File: config.mk
export PLATFORM = sky130hd
export DESIGN_NAME = alu_share_arbiter_flat
export DESIGN_NICKNAME = d
export VERILOG_FILES = /design/src/rtl/alu_share_arbiter_pkg.sv /design/src/rtl/alu_share_arbiter_if.sv /design/src/rtl/alu_share_arbiter_rr_arbiter.sv /design/src/rtl/alu_share_arbiter.sv /design/src/flat_wrapper.sv
export SDC_FILE = /design/constraint.sdc
export NUM_CORES = 1
export LEC_CHECK = 0
export CAP_MARGIN = 20
export CORE_AREA = 2 2 167 169
export CTS_CLUSTER_SIZE = 8
export DETAILED_ROUTE_END_ITERATION = 8
export DIE_AREA = 0 0 169 171
export PLACE_DENSITY_LB_ADDON = 0.05
export SLEW_MARGIN = 0
export SYNTH_ARGS = -nofsm -noshare
export SYNTH_HDL_FRONTEND = slang
export SYNTH_SLANG_ARGS = --single-unit
File: constraint.sdc
create_clock -name clk -period 7.75 [get_ports clk]
set_input_delay 1.1625 -clock clk [delete_from_list [all_inputs] [get_ports clk]]
set_output_delay 1.1625 -clock clk [all_outputs]
set_load 0.005 [all_outputs]
File: src/rtl/alu_share_arbiter_pkg.sv
// Shared definitions for the ALU-sharing block: ALU opcode encodings,
// requester-id width helper and the tag carried alongside each issued op.
package alu_share_arbiter_pkg;

    localparam int ALUOP_WIDTH = 4;

    localparam logic [ALUOP_WIDTH-1:0] ADD_OP  = 4'h0;
    localparam logic [ALUOP_WIDTH-1:0] SUB_OP  = 4'h1;
    localparam logic [ALUOP_WIDTH-1:0] AND_OP  = 4'h2;
    localparam logic [ALUOP_WIDTH-1:0] OR_OP   = 4'h3;
    localparam logic [ALUOP_WIDTH-1:0] XOR_OP  = 4'h4;
    localparam logic [ALUOP_WIDTH-1:0] SLL_OP  = 4'h5;
    localparam logic [ALUOP_WIDTH-1:0] SRL_OP  = 4'h6;
    localparam logic [ALUOP_WIDTH-1:0] SRA_OP  = 4'h7;
    localparam logic [ALUOP_WIDTH-1:0] SLT_OP  = 4'h8;
    localparam logic [ALUOP_WIDTH-1:0] SLTU_OP = 4'h9;

    // Bits needed to name one of n requesters; never narrower than one bit.
    function automatic int req_id_width(input int n);
        int w;
        w = $clog2(n);
        if (w < 1) begin
            return 1;
        end else begin
            return w;
        end
    endfunction

    // Delay-line entry: id is wide enough for up to 8 requesters.
    typedef struct packed {
        logic       valid;
        logic [2:0] id;
    } alu_tag_t;

endpackage

File: src/rtl/alu_share_arbiter_if.sv
// Requester-side bundle: packed per-requester requests, kills, and the
// shared response bus with per-requester valid and busy flags.
interface alu_share_arbiter_if #(
    parameter int NUM_REQ = 4,
    parameter int XLEN    = 32
);
    import alu_share_arbiter_pkg::*;

    logic [NUM_REQ-1:0]             i_req_valid;
    logic [NUM_REQ-1:0]             o_req_ready;
    logic [NUM_REQ*ALUOP_WIDTH-1:0] i_req_op;
    logic [NUM_REQ*XLEN-1:0]        i_req_a;
    logic [NUM_REQ*XLEN-1:0]        i_req_b;
    logic [NUM_REQ-1:0]             i_kill;
    logic [NUM_REQ-1:0]             o_rsp_valid;
    logic [XLEN-1:0]                o_rsp_data;
    logic [NUM_REQ-1:0]             o_busy;

    modport master (
        output i_req_valid, i_req_op, i_req_a, i_req_b, i_kill,
        input  o_req_ready, o_rsp_valid, o_rsp_data, o_busy
    );

    modport slave (
        input  i_req_valid, i_req_op, i_req_a, i_req_b, i_kill,
        output o_req_ready, o_rsp_valid, o_rsp_data, o_busy
    );

endinterface

File: src/rtl/alu_share_arbiter_rr_arbiter.sv
// Round-robin arbiter: combinational one-hot grant scanning upward from a
// registered pointer; the pointer moves past the winner only on advance.
module rr_arbiter
    import alu_share_arbiter_pkg::*;
#(
    parameter int NUM_REQ = 4
) (
    input  logic                             clk,
    input  logic                             reset,
    input  logic [NUM_REQ-1:0]               i_req,
    input  logic                             i_advance,
    output logic [NUM_REQ-1:0]               o_grant,
    output logic [req_id_width(NUM_REQ)-1:0] o_grant_id
);
    localparam int PTR_W = req_id_width(NUM_REQ);

    logic [PTR_W-1:0]   ptr_r;
    logic [PTR_W-1:0]   ptr_next_s;
    logic [PTR_W-1:0]   idx_s;
    logic [PTR_W-1:0]   grant_id_s;
    logic [PTR_W:0]     sum_s;
    logic               found_s;
    logic [NUM_REQ-1:0] grant_s;

    // First requesting index at or above the pointer wins, wrapping modulo NUM_REQ.
    always_comb begin
        grant_s    = {NUM_REQ{1'b0}};
        grant_id_s = {PTR_W{1'b0}};
        ptr_next_s = ptr_r;
        found_s    = 1'b0;
        sum_s      = {(PTR_W+1){1'b0}};
        idx_s      = {PTR_W{1'b0}};
        for (int off = 0; off < NUM_REQ; off++) begin
            sum_s = {1'b0, ptr_r} + (PTR_W+1)'(off);
            if (sum_s >= (PTR_W+1)'(NUM_REQ)) begin
                sum_s = sum_s - (PTR_W+1)'(NUM_REQ);
            end else begin
                sum_s = sum_s;
            end
            idx_s = sum_s[PTR_W-1:0];
            if (!found_s && i_req[idx_s]) begin
                found_s        = 1'b1;
                grant_s[idx_s] = 1'b1;
                grant_id_s     = idx_s;
                if (idx_s == PTR_W'(NUM_REQ - 1)) begin
                    ptr_next_s = {PTR_W{1'b0}};
                end else begin
                    ptr_next_s = idx_s + PTR_W'(1);
                end
            end else begin
                found_s = found_s;
            end
        end
    end

    // Pointer register: advances to one past the granted index when the grant is taken.
    always_ff @(posedge clk) begin
        if (reset) begin
            ptr_r <= {PTR_W{1'b0}};
        end else if (i_advance) begin
            ptr_r <= ptr_next_s;
        end else begin
            ptr_r <= ptr_r;
        end
    end

    assign o_grant    = grant_s;
    assign o_grant_id = grant_id_s;

endmodule

File: src/rtl/alu_share_arbiter.sv
// Shares one pipelined ALU among NUM_REQ requesters. Each issued op carries
// its requester id through a delay line matched to the ALU latency so the
// result can be routed back; a kill drops in-flight work for that requester.
module alu_share_arbiter
    import alu_share_arbiter_pkg::*;
#(
    parameter int NUM_REQ = 4,
    parameter int XLEN    = 32,
    parameter int ALU_LAT = 1
) (
    input  logic                   clk,
    input  logic                   reset,
    alu_share_arbiter_if.slave     req_if,
    output logic                   o_alu_valid,
    output logic [ALUOP_WIDTH-1:0] o_alu_op,
    output logic [XLEN-1:0]        o_alu_a,
    output logic [XLEN-1:0]        o_alu_b,
    input  logic [XLEN-1:0]        i_alu_result
);
    localparam int ID_W = req_id_width(NUM_REQ);

    logic [NUM_REQ-1:0]     elig_s;
    logic [NUM_REQ-1:0]     grant_s;
    logic [ID_W-1:0]        grant_id_s;
    logic                   issue_s;
    logic [ALUOP_WIDTH-1:0] sel_op_s;
    logic [XLEN-1:0]        sel_a_s;
    logic [XLEN-1:0]        sel_b_s;
    alu_tag_t               tag_r [0:ALU_LAT];
    logic [ALU_LAT:0]       killed_s;
    logic                   rsp_fire_s;
    logic [NUM_REQ-1:0]     rsp_hit_s;
    logic [NUM_REQ-1:0]     busy_r;
    logic [NUM_REQ-1:0]     rsp_valid_r;
    logic [XLEN-1:0]        rsp_data_r;

    // A requester being killed is not granted in the same cycle.
    assign elig_s  = req_if.i_req_valid & ~busy_r & ~req_if.i_kill;
    assign issue_s = |grant_s;

    rr_arbiter #(
        .NUM_REQ (NUM_REQ)
    ) u_rr_arbiter (
        .clk        (clk),
        .reset      (reset),
        .i_req      (elig_s),
        .i_advance  (issue_s),
        .o_grant    (grant_s),
        .o_grant_id (grant_id_s)
    );

    // Steer the granted requester's payload toward the ALU input registers.
    always_comb begin
        sel_op_s = {ALUOP_WIDTH{1'b0}};
        sel_a_s  = {XLEN{1'b0}};
        sel_b_s  = {XLEN{1'b0}};
        for (int k = 0; k < NUM_REQ; k++) begin
            if (grant_s[k]) begin
                sel_op_s = req_if.i_req_op[k*ALUOP_WIDTH +: ALUOP_WIDTH];
                sel_a_s  = req_if.i_req_a[k*XLEN +: XLEN];
                sel_b_s  = req_if.i_req_b[k*XLEN +: XLEN];
            end else begin
                sel_op_s = sel_op_s;
            end
        end
    end

    // ALU input registers: load on issue, otherwise drop valid and hold operands.
    always_ff @(posedge clk) begin
        if (reset) begin
            o_alu_valid <= 1'b0;
            o_alu_op    <= {ALUOP_WIDTH{1'b0}};
            o_alu_a     <= {XLEN{1'b0}};
            o_alu_b     <= {XLEN{1'b0}};
        end else if (issue_s) begin
            o_alu_valid <= 1'b1;
            o_alu_op    <= sel_op_s;
            o_alu_a     <= sel_a_s;
            o_alu_b     <= sel_b_s;
        end else begin
            o_alu_valid <= 1'b0;
        end
    end

    // Mark every delay-line entry whose owner is being killed this cycle.
    always_comb begin
        killed_s = {(ALU_LAT+1){1'b0}};
        for (int i = 0; i <= ALU_LAT; i++) begin
            for (int k = 0; k < NUM_REQ; k++) begin
                if (tag_r[i].id == 3'(k)) begin
                    killed_s[i] = killed_s[i] | req_if.i_kill[k];
                end else begin
                    killed_s[i] = killed_s[i];
                end
            end
        end
    end

    // The head entry lines up with i_alu_result; a surviving head becomes a response.
    assign rsp_fire_s = tag_r[ALU_LAT].valid & ~killed_s[ALU_LAT];

    // Decode the head id into the one-hot response target.
    always_comb begin
        rsp_hit_s = {NUM_REQ{1'b0}};
        for (int k = 0; k < NUM_REQ; k++) begin
            if (rsp_fire_s && (tag_r[ALU_LAT].id == 3'(k))) begin
                rsp_hit_s[k] = 1'b1;
            end else begin
                rsp_hit_s[k] = 1'b0;
            end
        end
    end

    // Tag delay line: stage 0 loads alongside o_alu_valid, kills mask entries as they shift.
    always_ff @(posedge clk) begin
        if (reset) begin
            for (int i = 0; i <= ALU_LAT; i++) begin
                tag_r[i] <= alu_tag_t'{valid: 1'b0, id: 3'd0};
            end
        end else begin
            tag_r[0] <= alu_tag_t'{valid: issue_s, id: 3'(grant_id_s)};
            for (int i = 1; i <= ALU_LAT; i++) begin
                tag_r[i] <= alu_tag_t'{valid: tag_r[i-1].valid & ~killed_s[i-1],
                                       id:    tag_r[i-1].id};
            end
        end
    end

    // Busy and response registers; busy clears on response or kill so the
    // requester can be re-granted in the cycle its response is visible.
    always_ff @(posedge clk) begin
        if (reset) begin
            busy_r      <= {NUM_REQ{1'b0}};
            rsp_valid_r <= {NUM_REQ{1'b0}};
            rsp_data_r  <= {XLEN{1'b0}};
        end else begin
            busy_r      <= grant_s | (busy_r & ~req_if.i_kill & ~rsp_hit_s);
            rsp_valid_r <= rsp_hit_s;
            if (rsp_fire_s) begin
                rsp_data_r <= i_alu_result;
            end else begin
                rsp_data_r <= rsp_data_r;
            end
        end
    end

    assign req_if.o_req_ready = grant_s;
    assign req_if.o_rsp_valid = rsp_valid_r;
    assign req_if.o_rsp_data  = rsp_data_r;
    assign req_if.o_busy      = busy_r;

endmodule

File: src/flat_wrapper.sv
// flat-port wrapper written by rule: the top's interface ports become plain ports
module alu_share_arbiter_flat import alu_share_arbiter_pkg::*;
#(
    parameter int NUM_REQ = 4,
    parameter int XLEN    = 32,
    parameter int ALU_LAT = 1
)
  (clk, reset, o_alu_valid, o_alu_op, o_alu_a, o_alu_b, i_alu_result, req_if_i_req_valid, req_if_i_req_op, req_if_i_req_a, req_if_i_req_b, req_if_i_kill, req_if_o_req_ready, req_if_o_rsp_valid, req_if_o_rsp_data, req_if_o_busy);
  alu_share_arbiter_if #(.NUM_REQ(NUM_REQ), .XLEN(XLEN)) req_if_i ();
  input  logic clk;
  input  logic reset;
  output logic o_alu_valid;
  output logic [ALUOP_WIDTH-1:0] o_alu_op;
  output logic [XLEN-1:0] o_alu_a;
  output logic [XLEN-1:0] o_alu_b;
  input  logic [XLEN-1:0] i_alu_result;
  input wire logic [$bits(req_if_i.i_req_valid)-1:0] req_if_i_req_valid;
  input wire logic [$bits(req_if_i.i_req_op)-1:0] req_if_i_req_op;
  input wire logic [$bits(req_if_i.i_req_a)-1:0] req_if_i_req_a;
  input wire logic [$bits(req_if_i.i_req_b)-1:0] req_if_i_req_b;
  input wire logic [$bits(req_if_i.i_kill)-1:0] req_if_i_kill;
  output wire logic [$bits(req_if_i.o_req_ready)-1:0] req_if_o_req_ready;
  output wire logic [$bits(req_if_i.o_rsp_valid)-1:0] req_if_o_rsp_valid;
  output wire logic [$bits(req_if_i.o_rsp_data)-1:0] req_if_o_rsp_data;
  output wire logic [$bits(req_if_i.o_busy)-1:0] req_if_o_busy;
  assign req_if_i.i_req_valid = req_if_i_req_valid;
  assign req_if_i.i_req_op = req_if_i_req_op;
  assign req_if_i.i_req_a = req_if_i_req_a;
  assign req_if_i.i_req_b = req_if_i_req_b;
  assign req_if_i.i_kill = req_if_i_kill;
  assign req_if_o_req_ready = req_if_i.o_req_ready;
  assign req_if_o_rsp_valid = req_if_i.o_rsp_valid;
  assign req_if_o_rsp_data = req_if_i.o_rsp_data;
  assign req_if_o_busy = req_if_i.o_busy;
  alu_share_arbiter #(.NUM_REQ(NUM_REQ), .XLEN(XLEN), .ALU_LAT(ALU_LAT)) u_core (.clk(clk), .reset(reset), .req_if(req_if_i), .o_alu_valid(o_alu_valid), .o_alu_op(o_alu_op), .o_alu_a(o_alu_a), .o_alu_b(o_alu_b), .i_alu_result(i_alu_result));
endmodule
==> results of run 1 <==
power groups by stage:
stage / Combinational (mW) / Sequential [mW] / Clock (mW)
CTS: 2.88 / 0.905 / 0.887
floorplan: 1.75 / 0.893 / 0
finish: 2.86 / 0.904 / 0.869
global route: 3.12 / 0.926 / 0.909
detailed placement: 2.87 / 0.915 / 0
global placement: 2.85 / 0.912 / 0
state kept, by name (all words and copies together) (netlist names):
name / count
u_core.o_alu_a: 32
u_core.o_alu_b: 32
u_core.o_alu_op: 4
u_core.req_if.o_busy: 4
u_core.req_if.o_rsp_data: 32
u_core.req_if.o_rsp_valid: 4
u_core.tag_r: 6
u_core.u_rr_arbiter.ptr_r: 2
final cells by class:
type                    instances  area, sq um  share of cell area (%)
well taps                     346          433                    3.33
flip-flops and latches        116         2320                    17.9
inverters                      75          282                    2.17
diodes                          3         7.51                  0.0578
multi-input cells             665         4900                    37.7
clock inverters                14          200                    1.54
clock buffers                  18          429                    3.31
repair buffers                445         4410                    34.0
Yosys cell counts (6+ instances only):
master	n
o21bai_1	68
buf_2	15
mux4_2	7
a311oi_1	68
inv_1	73
ha_1	7
clkbuf_1	103
o311ai_1	10
buf_1	9
mux2i_1	34
nor3_1	70
a21boi_0	69
dfxtp_1	116
a2111oi_0	68
o21ai_0	7
o311ai_0	58
nand3_1	6
nor2_1	44
nand2_1	78
a21oi_1	10
stage by stage:
step           hold WS, ps  std cells  power [mW]
2_1_floorplan          453        986        2.64
3_3_place_gp           454       1645        3.76
3_5_place_dp           459       1647        3.78
4_1_cts                466       1679        4.67
5_1_grt                491       1681        4.95
6_report               461       1682        4.64
layout by cell type (no fill, tap or decap), types with 4 or more instances in the layout:
cell type / Yosys / final
a2111oi_0: 68 / 68
a21boi_0: 69 / 69
a21oi_1: 10 / 10
a311oi_1: 68 / 68
a31oi_1: 5 / 5
buf_4: 0 / 18
bufinv_16: 0 / 4
clkbuf_16: 0 / 17
clkdlybuf4s50_1: 0 / 425
dfxtp_1: 116 / 116
ha_1: 7 / 7
inv_1: 73 / 73
mux2i_1: 34 / 34
mux4_2: 7 / 7
nand2_1: 78 / 78
nand3_1: 6 / 6
nor2_1: 44 / 44
nor3_1: 70 / 70
o21ai_0: 7 / 7
o21bai_1: 68 / 68
o311ai_0: 58 / 58
o311ai_1: 10 / 10
or3b_1: 4 / 4
worst max-delay path, stage by stage, from the launching register on:
cell	delay (ps)
dfxtp_1	810
inv_2	270
ha_1	720
mux4_2	660
a21oi_1	290
o2bb2ai_4	390
nand2_1	250
clkdlybuf4s50_1	520
final timing paths:
kind | slack, ps | cells after the start | startpoint | end
worst max register to register | 2730 | 11 | u_core.u_rr_arbiter.ptr_r[0]$_SDFFE_PP0P_ | u_core.o_alu_a[6]$_SDFFE_PP0P_
worst max-delay path | 2260 | 7 | u_core.u_rr_arbiter.ptr_r[0]$_SDFFE_PP0P_ | req_if_o_req_ready[0]
worst min-delay path | 460 | 1 | u_core.tag_r[0][3]$_SDFF_PP0_ | u_core.tag_r[0][7]$_SDFF_PP0_
worst min register to register | 460 | 1 | u_core.tag_r[0][3]$_SDFF_PP0_ | u_core.tag_r[0][7]$_SDFF_PP0_
cells by family (layout without fill, tap and decap cells):
group                      count (synthesis)  in the layout  synth area share, %
AOI/OAI and AO/OA                        387            387                 39.6
and+or+nand+nor                          230            230                 13.7
buffers and inverters                    205            552                 10.2
DFF                                      116            116                 29.2
muxes                                     41             41                 6.26
adders and majority gates                  7              7                 1.10
other                                      0              3                    0
routing by layer:
| metal | vias to the layer above | routed length [um] | GRT usage, % |
|---|---|---|---|
| li1 | 4474 | - | - |
| met1 | 4609 | 16100 | 32.4 |
| met2 | 393 | 18300 | 42.0 |
| met3 | 51 | 2440 | 5.07 |
| met4 | 0 | 899 | 8.21 |
| met5 | - | 0 | 0 |
==> results.sh, run 1 <==
export IMPL_gp_congestion=0.814
export IMPL_setup_viol=0
export IMPL_cp_data_required_time_ps=6590
export IMPL_die_w_um=169
export IMPL_hold_viol=0
export IMPL_clk_latency_ps=420
export IMPL_initial_core_util_pct=29.1
export IMPL_fin_util_pct=47.5
export IMPL_rsz0062_at_grt="no"
export IMPL_antenna_found_initial=3
export IMPL_syn2layout_area_growth_pct=63.3
export IMPL_routed_wl_um=37700
export IMPL_num_fill_cells=2725
export IMPL_syn_inst=986
export IMPL_cts_tree="done"
export IMPL_swShare_pct=46.6
export IMPL_syn_nets=1307
export IMPL_die_area_sq_um=28900
export IMPL_startpoint_type="flop"
export IMPL_fin_tns_setup_ps=0
export IMPL_drt_iter0_markers=752
export IMPL_nNetsFinal=1641
export IMPL_ys_flop_type="dfxtp_1"
export IMPL_grt_overflow_total=0
export IMPL_port_buffers=426
export IMPL_peakVddDrop_mv=0.342
export IMPL_cts_max_level=4
export IMPL_num_vias=9527
export IMPL_synthTopCellsByArea="dfxtp_1 29%, a2111oi_0 7.5%, a311oi_1 7.5%"
export IMPL_p_seq_share_pct=19.5
export IMPL_worstSetupPathType="flop to primary output"
export IMPL_via_per_inst=5.66
export IMPL_slew_viol_final=0
export IMPL_synth_cell_area_sq_um=7950
export IMPL_cts_setup_buffers=0
export IMPL_maxSlewHeadroom_pct=38.6
export IMPL_clkSlewWorstSetupHoldPaths_ps=60
export IMPL_postCtsHoldBufs=0
export IMPL_powerDensity_nw_per_um2=357
export IMPL_ant_nets=0
export IMPL_cts_resized=0
export IMPL_grt_max_degree=72
export IMPL_leakage_nw=4.90
export IMPL_grt_pass1_wl_um=56100
export IMPL_drc=0
export IMPL_ys_seq_elements=116
export IMPL_ys_warnings_count=0
export IMPL_synth_edf_count=0
export IMPL_clock_root_buffer="clkbuf_16"
export IMPL_grt_usage_pct=25.1
export IMPL_run_status="finished, final reports clean"
export IMPL_place_area_sq_um=12300
export IMPL_endpoint_kind="primary output"
export IMPL_yosys_area_top_type_share_pct=29.2
export IMPL_setup_slack_ps=2260
export IMPL_fin_crit_ps=5490
export IMPL_skew_ps=13.4
export IMPL_max_slew_worst_pin_slew_ps=921
export IMPL_synth_area_leader_cell="dfxtp_1"
export IMPL_min_path_type="flop to flop"
export IMPL_p_int_mw=2.48
export IMPL_core_sq_um=27300
export IMPL_ys_types=58
export IMPL_die_y_um=171
export IMPL_switching_power_mw=2.16
export IMPL_rows=61
export IMPL_clkPwrFrac_pct=18.7
export IMPL_critPathMaxFanout=28
export IMPL_ioPinCount=427
export IMPL_hpwl_um=25100
export IMPL_stdcell_area_sq_um=13000
export IMPL_syn_area_per_cell_sq_um=8.06
export IMPL_comb_power_share_pct=61.8
export IMPL_clkSinkCount=116
export IMPL_cts_path_max_buffers=2
export IMPL_first_pass_iters=5
export IMPL_dp_slack_ps=2300
export IMPL_timing_final_crit_share_pct=70.9
export IMPL_timing_max_cap_violations=0
export IMPL_drive_above_1_share_pct=5.70
export IMPL_wl_per_cell_um=22.4
export IMPL_arrival_ps=4330
export IMPL_seq_area_frac_synth_pct=29.2
export IMPL_async_flop_share_pct=0
export IMPL_fmax_mhz=182
export IMPL_grt_pass1_vias=9247
export IMPL_cts_made_buffers=17
Power figures use the tool's default switching activity.
==> run 2: changes to the inputs <==
--- a/config.mk
+++ b/config.mk
@@ -6,10 +6,10 @@
 export NUM_CORES = 1
 export LEC_CHECK = 0
 export CAP_MARGIN = 20
-export CORE_AREA = 2 2 167 169
+export CORE_AREA = 2 2 166 168
 export CTS_CLUSTER_SIZE = 8
 export DETAILED_ROUTE_END_ITERATION = 8
-export DIE_AREA = 0 0 169 171
+export DIE_AREA = 0 0 168 170
 export PLACE_DENSITY_LB_ADDON = 0.05
 export SLEW_MARGIN = 0
 export SYNTH_ARGS = -nofsm -noshare
==> constraint.sdc (replaced) <==
create_clock -name clk -period 4.8 [get_ports clk]
set_input_delay 0.72 -clock clk [delete_from_list [all_inputs] [get_ports clk]]
set_output_delay 0.72 -clock clk [all_outputs]
set_load 0.005 [all_outputs]
==> results.sh, run 2 (synthesis gave the netlist of run 1 again) <==
export IMPL_run_status="finished, final reports clean"
export IMPL_grt_overflow_total=0
export IMPL_clk_latency_ps=430
export IMPL_cts_max_level=4
export IMPL_layout_common_cells="425 x clkdlybuf4s50_1, 116 x dfxtp_1, 78 x nand2_1"
export IMPL_cts_tree="done"
export IMPL_max_stage_delay_ps=570
export IMPL_setup_slack_ps=239
export IMPL_fin_crit_ps=4560
export IMPL_drc=0
export IMPL_cp_cell_sequence="clkdlybuf4s50_1 -> or3b_1 -> or4_1 -> a31oi_2 -> o21ai_0 -> and2_2 -> inv_2 -> clkdlybuf4s50_1"
export IMPL_grt_pass1_wl_um=57100
export IMPL_endpoint_kind="primary output"
export IMPL_hpwl_um=25500
export IMPL_dp_cells=1656
export IMPL_grt_pass1_vias=9477
export IMPL_wl_per_cell_um=22.4
export IMPL_timing_final_crit_share_pct=95.0
export IMPL_cts_resized=0
export IMPL_r2r_start="u_core.u_rr_arbiter.ptr_r[1]$_SDFFE_PP0P_"
export IMPL_clock_root_buffer="clkbuf_16"
export IMPL_gp_congestion=0.855
export IMPL_postCtsHoldBufs=0
export IMPL_final_common_cell="clkdlybuf4s50_1"
export IMPL_critPathMaxFanout=7
export IMPL_fmax_mhz=219
export IMPL_slew_viol_final=0
export IMPL_seq_area_sq_um=2320
export IMPL_arrival_ps=3840
export IMPL_clkSinkCount=116
export IMPL_critPathTopFamily="simple AND/OR/NAND/NOR gates"
export IMPL_die_area_sq_um=28600
export IMPL_multi_input_area_sq_um=4900
export IMPL_port_buffers=426
export IMPL_ant_nets=0
export IMPL_maxSlewHeadroom_pct=39.2
export IMPL_rrSetupSlack_ps=790
export IMPL_stdcell_area_sq_um=13200
export IMPL_drt_iter0_markers=586
export IMPL_via_per_inst=5.65
export IMPL_place_area_sq_um=12600
export IMPL_fin_tns_setup_ps=0
export IMPL_cp_data_required_time_ps=4080
export IMPL_rsz0062_at_grt="no"
export IMPL_first_pass_iters=5
export IMPL_cts_path_max_buffers=2
export IMPL_worstSetupPathType="primary input to primary output"
export IMPL_fin_total_pwr_mw=7.55
export IMPL_fin_cells=1696
export IMPL_num_fill_cells=2624
export IMPL_routed_wl_um=38100
export IMPL_ioPinCount=427
export IMPL_hold_start="u_core.tag_r[0][1]$_SDFF_PP0_"
export IMPL_hold_depth=1
export IMPL_grt_max_degree=78
export IMPL_initial_core_util_pct=29.8
export IMPL_cts_made_buffers=17
export IMPL_dp_slack_ps=250
export IMPL_slowest_stage="or4_1"
export IMPL_grt_usage_pct=25.6
export IMPL_crit_top_cell="clkdlybuf4s50_1"
export IMPL_antenna_found_initial=6
export IMPL_die_y_um=170
export IMPL_worst_r2r_cell_count=9
export IMPL_setup_viol=0
export IMPL_core_sq_um=26700
export IMPL_rr_endpoint="u_core.o_alu_a[1]$_SDFFE_PP0P_"
export IMPL_peakVddDrop_mv=0.462
export IMPL_whs_endpoint="u_core.tag_r[0][5]$_SDFF_PP0_"
export IMPL_max_slew_worst_pin_slew_ps=913
export IMPL_crit_buf_inv=3
export IMPL_min_path_type="flop to flop"
export IMPL_powerDensity_nw_per_um2=574
export IMPL_cts_setup_buffers=0
export IMPL_timing_max_cap_violations=0
export IMPL_drive_above_1_share_pct=6.83
export IMPL_leakage_nw=4.99
export IMPL_die_w_um=168
export IMPL_rows=60
export IMPL_clkSlewWorstSetupHoldPaths_ps=60
export IMPL_num_vias=9583
export IMPL_hold_viol=0
export IMPL_startpoint_type="primary input"
export IMPL_syn2layout_area_growth_pct=65.4
export IMPL_nNetsFinal=1655
export IMPL_skew_ps=14.1
## run 2: cell types whose count changed in the layout (fill, tap and decap cells not counted), moves of 2 or more
cell	change
buf_12	+11
clkinv_2	+2
inv_6	+4
bufinv_16	-4
diode_2	+5
buf_4	+4
## run 2: where the power goes
part | switching, mW | total [mW] | internal (mW)
Combinational | 2.86 | 4.91 | 2.05
Sequential | 0.167 | 1.43 | 1.26
Clock | 0.542 | 1.21 | 0.672
## run 2: layout make-up
cell class                 count  share of cell area (%)
multi-input combinational    665                    37.2
timing repair buffer         459                    35.4
sequential                   116                    17.7
tap                          341                    3.24
clock buffer                  17                    3.23
inverter                      75                    2.14
clock inverter                15                   0.913
antenna                        8                   0.152
## run 2: worst max path at each step
stage | end | slack, ps | cells after the start | start
after detailed placement | req_if_o_req_ready[3] | 250 | 8 | req_if_i_kill[0]
after global placement | req_if_o_req_ready[3] | 280 | 8 | req_if_i_kill[0]
final | req_if_o_req_ready[3] | 240 | 8 | req_if_i_kill[0]
after CTS | req_if_o_req_ready[3] | 250 | 8 | req_if_i_kill[0]
after floorplan | req_if_o_req_ready[3] | 1130 | 12 | u_core.u_rr_arbiter.ptr_r[0]$_SDFFE_PP0P_
after global routing | req_if_o_req_ready[3] | 70 | 8 | req_if_i_kill[0]
## run 2: stage by stage
step | utilization [%] | hold WS [ps]
after floorplan | - | 453
after global placement | 47.2 | 473
after detailed placement | 47.2 | 476
after CTS | 49.3 | 483
after global routing | 49.3 | 495
final | 49.4 | 481
## run 2: worst reg2reg max path, cell delays in order, from the launching register on
cell,delay [ps]
dfxtp_1,320
inv_1,130
ha_1,670
mux4_2,690
a21o_1,260
o21ai_4,370
nand4_4,280
or3_2,650
buf_4,300
a311oi_1,270
## run 2: metal layers
layer | GRT usage [%] | up-vias | part of all wire [%]
li1 | - | 4502 | -
met1 | 32.4 | 4597 | 42
met2 | 42.1 | 425 | 48
met3 | 6.14 | 59 | 7.4
met4 | 10.4 | 0 | 3.0
met5 | 0 | - | 0
==> run 3: changes to the inputs <==
--- a/config.mk
+++ b/config.mk
@@ -15,3 +15,4 @@
 export SYNTH_ARGS = -nofsm -noshare
 export SYNTH_HDL_FRONTEND = slang
 export SYNTH_SLANG_ARGS = --single-unit
+export TNS_END_PERCENT = 100
==> results of run 3 <==
Final layout, timing and power as in run 2 (identical DEF).
